<file path="src/rtl/seq_monitor.sv">
// seq_monitor: lock/flywheel checker for the 3-bit even/odd sequence counter
// stream 2,4,6,0,1,3,5,7 (repeating). Counts mismatches while locked and
// completed periods (matched 7->2 transitions while locked).
module seq_monitor #(
  parameter int unsigned LOCK_CNT = 4,
  parameter int unsigned MISS_MAX = 2,
  parameter int unsigned ERR_W    = 8,
  parameter int unsigned PER_W    = 8
) (
  input  logic             clk,
  input  logic             rst,
  input  logic [2:0]       d,
  input  logic             in_valid,
  input  logic             err_clr,
  output logic             locked,
  output logic             err_pulse,
  output logic [ERR_W-1:0] err_cnt,
  output logic [PER_W-1:0] period_cnt,
  output logic [2:0]       expected
);

  localparam logic [1:0] ST_IDLE   = 2'd0;
  localparam logic [1:0] ST_HUNT   = 2'd1;
  localparam logic [1:0] ST_LOCKED = 2'd2;

  localparam int unsigned MR_W = $clog2(LOCK_CNT + 1);
  localparam int unsigned MS_W = $clog2(MISS_MAX + 1);
  localparam logic [MR_W-1:0] LOCK_VAL = MR_W'(LOCK_CNT);
  localparam logic [MS_W-1:0] MISS_VAL = MS_W'(MISS_MAX);

  // Successor of a code in the counter's cycle; total over all 8 codes.
  function automatic logic [2:0] succ(input logic [2:0] x);
    logic [2:0] s;
    case (x)
      3'd2:    s = 3'd4;
      3'd4:    s = 3'd6;
      3'd6:    s = 3'd0;
      3'd0:    s = 3'd1;
      3'd1:    s = 3'd3;
      3'd3:    s = 3'd5;
      3'd5:    s = 3'd7;
      default: s = 3'd2;
    endcase
    return s;
  endfunction

  logic [1:0]       state_q, state_d;
  logic [2:0]       prev_q, prev_d;
  logic [MR_W-1:0]  match_q, match_d, match_inc;
  logic [MS_W-1:0]  miss_q, miss_d, miss_inc;
  logic [ERR_W-1:0] err_q, err_d;
  logic [PER_W-1:0] per_q, per_d;
  logic             pulse_q, pulse_d;
  logic             locked_q;
  logic [2:0]       expected_q;
  logic             hit;

  assign hit       = (d == succ(prev_q));
  assign match_inc = match_q + MR_W'(1);
  assign miss_inc  = miss_q + MS_W'(1);

  // Next-state: seed in IDLE, count matches in HUNT, flywheel/count errors in LOCKED.
  always_comb begin
    state_d = state_q;
    prev_d  = prev_q;
    match_d = match_q;
    miss_d  = miss_q;
    err_d   = err_q;
    per_d   = per_q;
    pulse_d = 1'b0;
    if (in_valid) begin
      case (state_q)
        ST_IDLE: begin
          prev_d  = d;
          match_d = '0;
          state_d = ST_HUNT;
        end
        ST_HUNT: begin
          prev_d = d;
          if (hit) begin
            if (match_inc == LOCK_VAL) begin
              state_d = ST_LOCKED;
              match_d = '0;
              miss_d  = '0;
            end else begin
              match_d = match_inc;
            end
          end else begin
            match_d = '0;
          end
        end
        ST_LOCKED: begin
          if (hit) begin
            prev_d = d;
            miss_d = '0;
            if (prev_q == 3'd7) per_d = per_q + PER_W'(1);
          end else begin
            pulse_d = 1'b1;
            if (err_q != '1) err_d = err_q + ERR_W'(1);
            if (miss_inc == MISS_VAL) begin
              prev_d  = d;
              match_d = '0;
              miss_d  = '0;
              state_d = ST_HUNT;
            end else begin
              miss_d = miss_inc;
              prev_d = succ(prev_q);
            end
          end
        end
        default: state_d = ST_IDLE;
      endcase
    end
    if (err_clr) err_d = '0;
  end

  // State and registered outputs; outputs derive from the next state so the
  // effect of a sample is visible right after the edge that accepts it.
  always_ff @(posedge clk) begin
    if (!rst) begin
      state_q    <= ST_IDLE;
      prev_q     <= '0;
      match_q    <= '0;
      miss_q     <= '0;
      err_q      <= '0;
      per_q      <= '0;
      pulse_q    <= 1'b0;
      locked_q   <= 1'b0;
      expected_q <= '0;
    end else begin
      state_q    <= state_d;
      prev_q     <= prev_d;
      match_q    <= match_d;
      miss_q     <= miss_d;
      err_q      <= err_d;
      per_q      <= per_d;
      pulse_q    <= pulse_d;
      locked_q   <= (state_d == ST_LOCKED);
      expected_q <= (state_d == ST_IDLE) ? 3'd0 : succ(prev_d);
    end
  end

  assign locked     = locked_q;
  assign err_pulse  = pulse_q;
  assign err_cnt    = err_q;
  assign period_cnt = per_q;
  assign expected   = expected_q;

endmodule
</file>
<file path="config.mk">
export PLATFORM = sky130hd
export DESIGN_NAME = seq_monitor
export DESIGN_NICKNAME = d
export VERILOG_FILES = /design/src/rtl/seq_monitor.sv
export SDC_FILE = /design/constraint.sdc
export NUM_CORES = 1
export LEC_CHECK = 0
export CORE_ASPECT_RATIO = 1.5
export CORE_MARGIN = 2
export CORE_UTILIZATION = 53
export DETAILED_ROUTE_END_ITERATION = 10
export PLACE_DENSITY_LB_ADDON = 0.12
export RECOVER_POWER = 100
export SYNTH_ARGS = -nofsm -noshare
export SYNTH_HDL_FRONTEND = slang
export SYNTH_SLANG_ARGS = --single-unit
export TNS_END_PERCENT = 10
</file>
<file path="constraint.sdc">
create_clock -name clk -period 2.31 [get_ports clk]
set_input_delay 0.3465 -clock clk [delete_from_list [all_inputs] [get_ports clk]]
set_output_delay 0.3465 -clock clk [all_outputs]
set_load 0.005 [all_outputs]
</file>
==> results of run 1 <==
## how the worst min path moves through the flow
stage          startpoint   endpoint  slack [ns]
2_1_floorplan   miss_q[1]  miss_q[1]        0.41
3_3_place_gp    miss_q[1]  miss_q[1]        0.41
3_5_place_dp    miss_q[1]  miss_q[1]        0.44
4_1_cts         miss_q[1]  miss_q[1]        0.45
5_1_grt         miss_q[1]  miss_q[1]        0.47
6_report        miss_q[1]  miss_q[1]        0.45
## cell families (layout without fill, tap and decap cells)
group                      Yosys count  after routing  synth area share, %
DFF                                 31             31                 35.7
muxes                                1              1                0.576
adders and majority gates            4              4                 2.88
AOI/OAI and AO/OA                   39             39                 14.6
and+or+nand+nor                    102            102                 34.3
buffers and inverters               17             55                 4.82
xor gates and xnor gates            14             14                 7.06
## flip-flops by register name (all words and copies together) (netlist names)
name	cells
err_cnt	8
period_cnt	8
expected	3
match_q	3
prev_q	3
miss_q	2
state_q	2
err_pulse	1
locked	1
## per-layer routing
layer | vias to the layer above | GRT usage (%) | wire length, um
met5 | - | 0 | 0
met4 | 0 | 12.6 | 85
met3 | 7 | 3.82 | 115
met2 | 29 | 45.9 | 2260
met1 | 738 | 23.3 | 1560
li1 | 810 | - | -
## cell type report
cell class / instances / area [um^2]
multi-input combinational: 160 / 1080
fill: 254 / 882
sequential: 31 / 623
timing repair buffer: 41 / 383
clock buffer: 6 / 72.6
tap: 40 / 50.0
inverter: 6 / 22.5
clock inverter: 2 / 12.5
## tightest hold or removal path, stage by stage, from the launching register on
cell and delay [ns]:
sky130_fd_sc_hd__dfxtp_1 0.31, sky130_fd_sc_hd__nand2_1 0.05, sky130_fd_sc_hd__a21oi_1 0.04
## report_power, final
part / total (mW) / internal [mW] / leakage [nW] / switching, mW
clock: 0.413 / 0.210 / 0.0412 / 0.203
sequential: 0.559 / 0.544 / 0.252 / 0.0146
combinational: 0.110 / 0.0518 / 0.592 / 0.0579
total: 1.08 / 0.806 / 0.885 / 0.275
## cell usage in the layout, fill, tap and decap left out, types with 2 or more instances in the layout
| cell type | count |
|---|---|
| sky130_fd_sc_hd__o21a_1 | 3 |
| sky130_fd_sc_hd__clkbuf_8 | 5 |
| sky130_fd_sc_hd__nor3_1 | 4 |
| sky130_fd_sc_hd__dfxtp_1 | 29 |
| sky130_fd_sc_hd__or2_1 | 2 |
| sky130_fd_sc_hd__nor4_2 | 2 |
| sky130_fd_sc_hd__ha_1 | 4 |
| sky130_fd_sc_hd__buf_4 | 14 |
| sky130_fd_sc_hd__nor2_1 | 25 |
| sky130_fd_sc_hd__nor4_1 | 2 |
| sky130_fd_sc_hd__dlygate4sd3_1 | 21 |
| sky130_fd_sc_hd__xor2_1 | 6 |
| sky130_fd_sc_hd__nand4_1 | 8 |
| sky130_fd_sc_hd__xnor2_1 | 8 |
| sky130_fd_sc_hd__nand3_1 | 10 |
| sky130_fd_sc_hd__inv_1 | 3 |
| sky130_fd_sc_hd__dlymetal6s2s_1 | 3 |
| sky130_fd_sc_hd__clkdlybuf4s50_1 | 3 |
| sky130_fd_sc_hd__nor2b_2 | 2 |
| sky130_fd_sc_hd__o22ai_1 | 3 |
| sky130_fd_sc_hd__a21oi_1 | 12 |
| sky130_fd_sc_hd__nand2b_1 | 3 |
| sky130_fd_sc_hd__o21ai_1 | 8 |
| sky130_fd_sc_hd__nand2_1 | 16 |
| sky130_fd_sc_hd__or3_1 | 4 |
| sky130_fd_sc_hd__nor3b_2 | 2 |
| sky130_fd_sc_hd__inv_2 | 2 |
| sky130_fd_sc_hd__dfxtp_2 | 2 |
| sky130_fd_sc_hd__o21ai_0 | 4 |
| sky130_fd_sc_hd__and2_1 | 2 |
| sky130_fd_sc_hd__nor2b_1 | 7 |
==> impl_metrics.ini, run 1 <==
[floorplanning]
die_y_um = 74.1
io_pins = 28
core_area_mm2 = 0.00313
fp-row-count = 25
die_w_um = 50.8
die_area_mm2 = 0.00376
starting_density_of_the_core_pct = 55.6

[power_and_ir_drop]
power_density_mw_per_mm2 = 482
total_power_mw = 1.08
cellLeakagePower_nw = 0.885
maximum_vdd_ir_drop_mv = 0.465

[clocking]
tritoncts_num_sinks = 31
clk_root_buffer_cell = sky130_fd_sc_hd__clkbuf_8
htree_levels = 2
worst_setup_hold_path_clk_slew_ns = 0.07
cts_inserted_buffers = 5
cts-root-to-sink-buffers = 2
cts_setup_buffers = 0
cts_hold_buffers = 0
post_cts.resized_instances = 0
worst_skew_pair.late_latency_ns = 0.29
tritoncts = built

[yosys]
share_of_the_yosys_chip_area_belonging_to_registers_pct = 35.7
number_of_synthesis_warnings = 0
postSynthAreaPerCell_um2 = 8.36
ys_types = 50
synth_fp_nets = 219
synth_edf_count = 0
synth-async-reset-ratio_pct = 0
synth.top_cells.by_area = sky130_fd_sc_hd__dfxtp_1 (36%), sky130_fd_sc_hd__nor2_1 (5.4%), sky130_fd_sc_hd__xnor2_1 (4.0%), sky130_fd_sc_hd__nand2_1 (3.7%), sky130_fd_sc_hd__a21oi_1 (3.5%)
netlist.top_cell.by_area = sky130_fd_sc_hd__dfxtp_1
synth_area_mm2 = 0.00174
synth_flop_cell = sky130_fd_sc_hd__dfxtp_1
yosysMostFrequentCell = sky130_fd_sc_hd__dfxtp_1
synthTopCellsByCount = sky130_fd_sc_hd__dfxtp_1 (31), sky130_fd_sc_hd__nor2_1 (25), sky130_fd_sc_hd__nand2_1 (17), sky130_fd_sc_hd__a21oi_1 (12), sky130_fd_sc_hd__nand3_1 (10)
synth_top_area_share_pct = 35.7
post_synth_inst_count = 208
yosys_register_bits = 31

[worst_setup_path]
critical_path.max_stage_delay_ns = 0.43
critical_path_arrival_ns = 2.36
reg2regPathDepth = 8
critPathSlowestCell = sky130_fd_sc_hd__dfxtp_2
worstSetupStartpointType = register
cell_by_cell_listing_of_the_critical_path = and4b_1, o21ai_1, nand3_2, buf_4, or2_1, o311a_4, nor3_2, o22ai_1
worstPathMaxFanout = 10
crit_start = prev_q[1]
critical_path_class = reg -> reg
worst-r2r-setup-slack_ns = 0.11
crit_cells = 8
cpLargestDelayFamily = simple AND/OR/NAND/NOR gates
worst_setup_path_endpoint = expected[1]
worstSetupEndpointType = register
r2r_end = expected[1]
r2r-start = prev_q[1]
worst-path-buf-inv = 1
critPathRequiredTime_ns = 2.47

[placed_design]
port_buffers = 27
detailedPlace.worstSlack_ns = -0.304
gp_routability_congestion = 0.809
placedInstanceArea_mm2 = 0.00210
dp_cells = 278
place_hpwl_um = 3080

[detailed_routing]
drt_pass1_iterations = 5
routedWlPerCell_um = 14.1
routed_wl_um = 4020
remaining_design_rule_violation_count = 0
first_iter_violations = 31
ant_nets = 0
vias = 1584
route.detailed.vias_per_inst = 5.54

[job]
maxCapViolCount = 0

[sta]
relative_slew_slack_pct = 67.5
min_period_ns = 2.20
final.setup.tns_ns = 0
setup-violations-final = 0
timing.final.ws_setup_ns = 0.113
report.final.hold_viol_count = 0
max_clock_freq_mhz = 455
tightestPinTransition_ns = 0.482
hold_ws_ns = 0.447
layout_worst_path_cycle_share_pct = 95.1
maxSlewViolCount = 0
fin_skew_ns = 0.00538

[layout]
diodes = 0
design_area_mm2 = 0.00225
share_of_layout_cells_above_drive_strength_1_pct = 17.1
finalNetCount = 256
post-route-util_pct = 71.8
stdcell_count = 286
area_growth_pct = 29.2

[global_routing]
number_of_global_route_vias_before_repair = 1593
grt_antenna_before_repair = 0
overall_routing_resource_usage_pct = 23.5
globalRouteOverflowTotal = 0
wire_length_of_the_first_global_routing_pass_um = 6730
grt_max_degree = 16

[hold_path]
min-delay-path-class = reg -> reg
whs_path_depth = 2

[run_status]
outcome = finished, final reports clean
Power figures use the tool's default switching activity.
==> inputs of run 2 (changes only) <==
- CORE_UTILIZATION: 53 -> 48
- SLEW_MARGIN: unset -> 10
- clock period: 2.31 -> 1.85 ns (I/O delays scaled with it)
==> run 2 against run 1 <==
Compared with the run above:
- the flow now finishes with violations (negative setup slack)
- sequential cell count did not move
- die area up 9.7%
- non-clock buffer count increased by 9
- design area grew 8.6%
- setup slack worse by 0.23 ns
- critical path depth unchanged
- fmax grew 11%
- global-route usage is 0.38 points lower
- sequential power is 23% higher
- routed wire length up 10%
- critical path type unchanged
- largest cell class unchanged
- highest routed layer unchanged
==> impl_metrics.ini, run 2 (same netlist as run 1, synthesis figures left out) <==
[sta]
min_period_ns = 1.97
max_clock_freq_mhz = 507
timing.final.ws_setup_ns = -0.122
fin_skew_ns = 0.00493
relative_slew_slack_pct = 73.6
maxSlewViolCount = 0
setup-violations-final = 14
layout_worst_path_cycle_share_pct = 107
tightestPinTransition_ns = 0.391
final.setup.tns_ns = -0.971
report.final.hold_viol_count = 0
unrepaired_setup_endpoints_after_global_routing = true

[worst_setup_path]
crit_start = prev_q[1]
crit_cells = 8
reg2regPathDepth = 8
cpLargestDelayFamily = simple AND/OR/NAND/NOR gates
worst_setup_path_endpoint = err_cnt[4]
critical_path.max_stage_delay_ns = 0.39
critPathSlowestCell = sky130_fd_sc_hd__dfxtp_4
worstSetupStartpointType = register
critPathRequiredTime_ns = 2.01
critical_path_arrival_ns = 2.13
worst-path-buf-inv = 1
critical_path_class = reg -> reg
worst-r2r-setup-slack_ns = -0.12
cell_by_cell_listing_of_the_critical_path = and4b_1, o21ai_2, nand3_4, or3_1, buf_6, nor4b_4, xnor2_1, nor2_1
worstSetupEndpointType = register
r2r-start = prev_q[1]
worstPathMaxFanout = 8
r2r_end = err_cnt[4]

[run_status]
failing_checks = negative setup slack
outcome = finished, violations left

[job]
maxCapViolCount = 0

[placed_design]
gp_routability_congestion = 0.799
place_hpwl_um = 3270
port_buffers = 27
placedInstanceArea_mm2 = 0.00220

[floorplanning]
core_area_mm2 = 0.00345
fp-row-count = 26
io_pins = 28
starting_density_of_the_core_pct = 50.4
die_area_mm2 = 0.00413
die_y_um = 77.7
die_w_um = 53.1

[global_routing]
globalRouteOverflowTotal = 0
wire_length_of_the_first_global_routing_pass_um = 7130
number_of_global_route_vias_before_repair = 1623
overall_routing_resource_usage_pct = 23.1
grt_antenna_before_repair = 0
grt_max_degree = 14

[detailed_routing]
first_iter_violations = 28
drt_pass1_iterations = 4
ant_nets = 0
vias = 1641
routed_wl_um = 4440
remaining_design_rule_violation_count = 0
routedWlPerCell_um = 15.0
route.detailed.vias_per_inst = 5.53

[power_and_ir_drop]
power_density_mw_per_mm2 = 562
power.net_switching_mw = 0.350
power.share.clock_pct = 37.2
power_switching_share_pct = 25.5
cellLeakagePower_nw = 0.894
total_power_mw = 1.37
combPwrFrac_pct = 12.5
maximum_vdd_ir_drop_mv = 0.458
internal_power_mw = 1.02
sequentialPowerShare_pct = 50.3

[layout]
design_area_mm2 = 0.00244
layout.cells.most_common = sky130_fd_sc_hd__dfxtp_1
mostFrequentLayoutCells = sky130_fd_sc_hd__dfxtp_1 (28), sky130_fd_sc_hd__nor2_1 (24), sky130_fd_sc_hd__buf_4 (19)
seq_area_um2 = 629
finalNetCount = 265
area_growth_pct = 40.4
multiInputGateArea_mm2 = 0.00120
filler_cell_count = 302
diodes = 0
share_of_layout_cells_above_drive_strength_1_pct = 26.7

[clocking]
worst_setup_hold_path_clk_slew_ns = 0.06
worst_skew_pair.late_latency_ns = 0.28
tritoncts = built
cts_inserted_buffers = 5
cts_hold_buffers = 0
htree_levels = 2
cts-root-to-sink-buffers = 2
clk_root_buffer_cell = sky130_fd_sc_hd__clkbuf_8
tritoncts_num_sinks = 31

[hold_path]
min-delay-path-class = reg -> reg
run 2: cell count changes in the layout (fill, tap and decap cells not counted), moves of 2 or more:
cell and change:
sky130_fd_sc_hd__nand3_1 -2, sky130_fd_sc_hd__dlygate4sd3_1 -6, sky130_fd_sc_hd__dfxtp_4 +2, sky130_fd_sc_hd__clkdlybuf4s50_1 +6, sky130_fd_sc_hd__buf_4 +5, sky130_fd_sc_hd__buf_6 +4, sky130_fd_sc_hd__a21oi_1 -2, sky130_fd_sc_hd__dlygate4sd2_1 +2
sky130_fd_sc_hd__nor2b_4 +2, sky130_fd_sc_hd__dlymetal6s2s_1 -3, sky130_fd_sc_hd__o21ai_2 +3, sky130_fd_sc_hd__a21oi_2 +2, sky130_fd_sc_hd__nor4_4 +2, sky130_fd_sc_hd__o21ai_1 -3
run 2: area by class of cell:
type                            instances  area share (%)
Inverter                                6           0.923
Tap cell                               42            2.15
Multi-Input combinational cell        160            49.3
Clock buffer                            7            3.13
Clock inverter                          1           0.205
Timing Repair Buffer                   50            18.5
Sequential cell                        31            25.8
run 2: per-stage QoR:
step / hold slack, ns / util [%] / cells / worst slack, ns
after CTS: 0.437 / 68.4 / 297 / -0.0933
after floorplan: 0.400 / - / 208 / -0.0660
final: 0.431 / 70.8 / 297 / -0.122
after global placement: 0.416 / 63.7 / 288 / -0.508
after detailed placement: 0.429 / 63.7 / 288 / -0.591
after global routing: 0.462 / 70.8 / 297 / -0.217
run 2: power groups by stage:
| stage | clock (mW) | combinational (mW) | sequential [mW] |
|---|---|---|---|
| floorplan | 0 | 0.0936 | 0.699 |
| global placement | 0 | 0.150 | 0.701 |
| detailed placement | 0 | 0.155 | 0.702 |
| CTS | 0.529 | 0.163 | 0.687 |
| global route | 0.552 | 0.186 | 0.691 |
| finish | 0.510 | 0.172 | 0.690 |
run 2: tightest hold or removal path, stage by stage (launching register included):
cell and delay [ns]:
sky130_fd_sc_hd__dfxtp_1 0.31, sky130_fd_sc_hd__nand2_1 0.05, sky130_fd_sc_hd__a21oi_1 0.03
run 2: worst min path at each step:
stage | from | to | slack (ns) | depth (start not counted)
final | miss_q[1] | miss_q[1] | 0.43 | 2
after global routing | miss_q[1] | miss_q[1] | 0.46 | 2
after CTS | miss_q[1] | miss_q[1] | 0.44 | 2
after detailed placement | miss_q[1] | miss_q[1] | 0.43 | 2
after global placement | miss_q[1] | miss_q[1] | 0.42 | 2
after floorplan | rst | miss_q[1] | 0.40 | 2
run 2: repair_timing:
action / in CTS / in global routing
buffers inserted: 1 / 0
setup endpoints to repair: 25 / 25
resized for setup: 23 / 18
pin swaps: 21 / 12
run 2: per-layer routing:
layer  global-route usage [%]  wire [um]
met3                     5.38        166
met1                     22.3       1580
met5                        0          0
met2                     44.4       2600
met4                     8.97         99
==> inputs of run 3 (changes only) <==
- CAP_MARGIN: unset -> 20
- CORE_UTILIZATION: 48 -> 56
- DONT_BUFFER_PORTS: unset -> 1
==> run 3 against run 2 <==
Compared with the run above:
- the run still ends with negative setup slack left
- clock power decreased by 1%
- critical path depth decreased by 1
- non-clock buffer count decreased by 37
- setup slack improved by 0.011 ns
- power decreased by 4.1%
- global-route usage about the same
- count of clock-buffer cells in the layout unchanged
- sequential power about the same
- clock skew decreased by 0.0022 ns
- sequential cell count unchanged
- routed wire length decreased by 15%
- utilization decreased by 1.5 points
==> impl_metrics.ini, run 3 (same netlist as run 1, synthesis figures left out) <==
[run_status]
outcome = finished, violations left
failing_checks = negative setup slack

[worst_setup_path]
critical_path_arrival_ns = 2.17
worst-path-buf-inv = 0
critPathRequiredTime_ns = 2.06
cell_by_cell_listing_of_the_critical_path = nor2b_4, nand4b_1, nand4_4, o41ai_4, nand2_2, or4_4, a21oi_2
worstSetupEndpointType = register
worstPathMaxFanout = 6
worstSetupStartpointType = register
critical_path.max_stage_delay_ns = 0.43
cpLargestDelayFamily = simple AND/OR/NAND/NOR gates
critical_path_class = reg -> reg
critPathSlowestCell = sky130_fd_sc_hd__or4_4

[sta]
setup-violations-final = 11
unrepaired_setup_endpoints_after_global_routing = true
hold_ws_ns = 0.0796
fin_skew_ns = 0.00270
timing.final.ws_setup_ns = -0.111
relative_slew_slack_pct = 66.2
report.final.hold_viol_count = 0
tightestPinTransition_ns = 0.504
max_clock_freq_mhz = 510
layout_worst_path_cycle_share_pct = 106
maxSlewViolCount = 0
min_period_ns = 1.96

[floorplanning]
die_y_um = 72.2
fp-row-count = 24
die_area_mm2 = 0.00357
core_area_mm2 = 0.00294
starting_density_of_the_core_pct = 59.1
die_w_um = 49.5
io_pins = 28

[clocking]
tritoncts_num_sinks = 31
cts_inserted_buffers = 5
clk_root_buffer_cell = sky130_fd_sc_hd__clkbuf_8
cts-root-to-sink-buffers = 2
worst_setup_hold_path_clk_slew_ns = 0.06
worst_skew_pair.late_latency_ns = 0.28
tritoncts = built
htree_levels = 2

[layout]
share_of_layout_cells_above_drive_strength_1_pct = 22.5
filler_cell_count = 251
finalNetCount = 228
diodes = 0
post-route-util_pct = 69.2
layout.cells.most_common = sky130_fd_sc_hd__dfxtp_1
area_growth_pct = 17.2
mostFrequentLayoutCells = sky130_fd_sc_hd__dfxtp_1 (28), sky130_fd_sc_hd__nor2_1 (24), sky130_fd_sc_hd__nand2_1 (16)

[detailed_routing]
remaining_design_rule_violation_count = 0
routedWlPerCell_um = 14.8
route.detailed.vias_per_inst = 5.92
vias = 1522
drt_pass1_iterations = 4
routed_wl_um = 3790
first_iter_violations = 27
ant_nets = 0

[placed_design]
gp_routability_congestion = 0.846
detailedPlace.worstSlack_ns = -0.207
place_hpwl_um = 2810
port_buffers = 0

[global_routing]
grt_max_degree = 18
grtUsageMet3_pct = 6.17
globalRouteMet2Util_pct = 43.5
globalRouteOverflowTotal = 0
number_of_global_route_vias_before_repair = 1569
overall_routing_resource_usage_pct = 23.2
grt_use_met1_pct = 24.8
wire_length_of_the_first_global_routing_pass_um = 6600
gr-max-usage-layer = met2
grt_antenna_before_repair = 0

[power_and_ir_drop]
maximum_vdd_ir_drop_mv = 0.444
power_density_mw_per_mm2 = 646
cellLeakagePower_nw = 0.692

[hold_path]
min-delay-path-class = in -> reg

[job]
maxCapViolCount = 0
run 3: cell count changes in the layout (fill, tap and decap cells not counted), moves of 2 or more:
cell | previous run | this run
sky130_fd_sc_hd__dlygate4sd3_1 | 15 | 0
sky130_fd_sc_hd__clkdlybuf4s50_1 | 9 | 0
sky130_fd_sc_hd__buf_4 | 19 | 11
sky130_fd_sc_hd__buf_6 | 4 | 2
sky130_fd_sc_hd__dlygate4sd2_1 | 2 | 0
sky130_fd_sc_hd__nand3_1 | 8 | 10
sky130_fd_sc_hd__nand3_2 | 2 | 0
sky130_fd_sc_hd__o21ai_1 | 5 | 7
sky130_fd_sc_hd__o21ai_2 | 4 | 2
run 3: final cells by class:
type	instances	area, um^2	share of cell area, %
inverter	6	22.5	1.11
multi-input combinational	160	1150	56.6
timing repair buffer	13	105	5.16
sequential	31	627	30.8
clock inverter	1	5.00	0.246
tap	39	48.8	2.40
clock buffer	7	76.3	3.75
run 3: what timing repair did:
item / in CTS / in global routing
pin swaps: 4 / 13
cloned: 0 / 0
hold buffers: 0 / 0
gates resized for setup: 11 / 13
setup buffers: 1 / 1
endpoints found under the setup margin: 16 / 24
run 3: metal layers:
| metal | wire length (um) | vias to the layer above | part of all wire (%) |
|---|---|---|---|
| li1 | - | 755 | - |
| met1 | 1470 | 728 | 39 |
| met2 | 2090 | 32 | 55 |
| met3 | 172 | 7 | 4.5 |
| met4 | 56 | 0 | 1.5 |
| met5 | 0 | - | 0 |
run 3: worst paths after layout:
kind	start	to	slack, ns	cells after the start
max	prev_q[1]	match_q[0]	-0.11	7
min	in_valid	miss_q[1]	0.08	1
max reg2reg	prev_q[1]	match_q[0]	-0.11	7
min reg2reg	miss_q[1]	miss_q[1]	0.43	2
run 3: power by group:
| group | switching, mW | internal, mW |
|---|---|---|
| registers | 0.0113 | 0.679 |
| clock network | 0.241 | 0.263 |
| logic | 0.0701 | 0.0499 |
| total | 0.322 | 0.993 |
run 3: per-stage QoR:
step	cell area, um^2	total power, mW	instances	setup TNS, ns
after floorplan	1770	0.792	208	-0.452
after global placement	1850	0.806	248	-0.786
after detailed placement	1850	0.811	248	-1.81
after CTS	1990	1.32	257	-1.00
after global routing	2040	1.36	257	-2.61
final	2040	1.32	257	-0.805
run 3: worst reg2reg max path: stages, from the launching register on:
cell,delay [ns]
sky130_fd_sc_hd__dfxtp_4,0.36
sky130_fd_sc_hd__nor2b_4,0.13
sky130_fd_sc_hd__nand4b_1,0.13
sky130_fd_sc_hd__nand4_4,0.16
sky130_fd_sc_hd__o41ai_4,0.41
sky130_fd_sc_hd__nand2_2,0.14
sky130_fd_sc_hd__or4_4,0.43
sky130_fd_sc_hd__a21oi_2,0.12
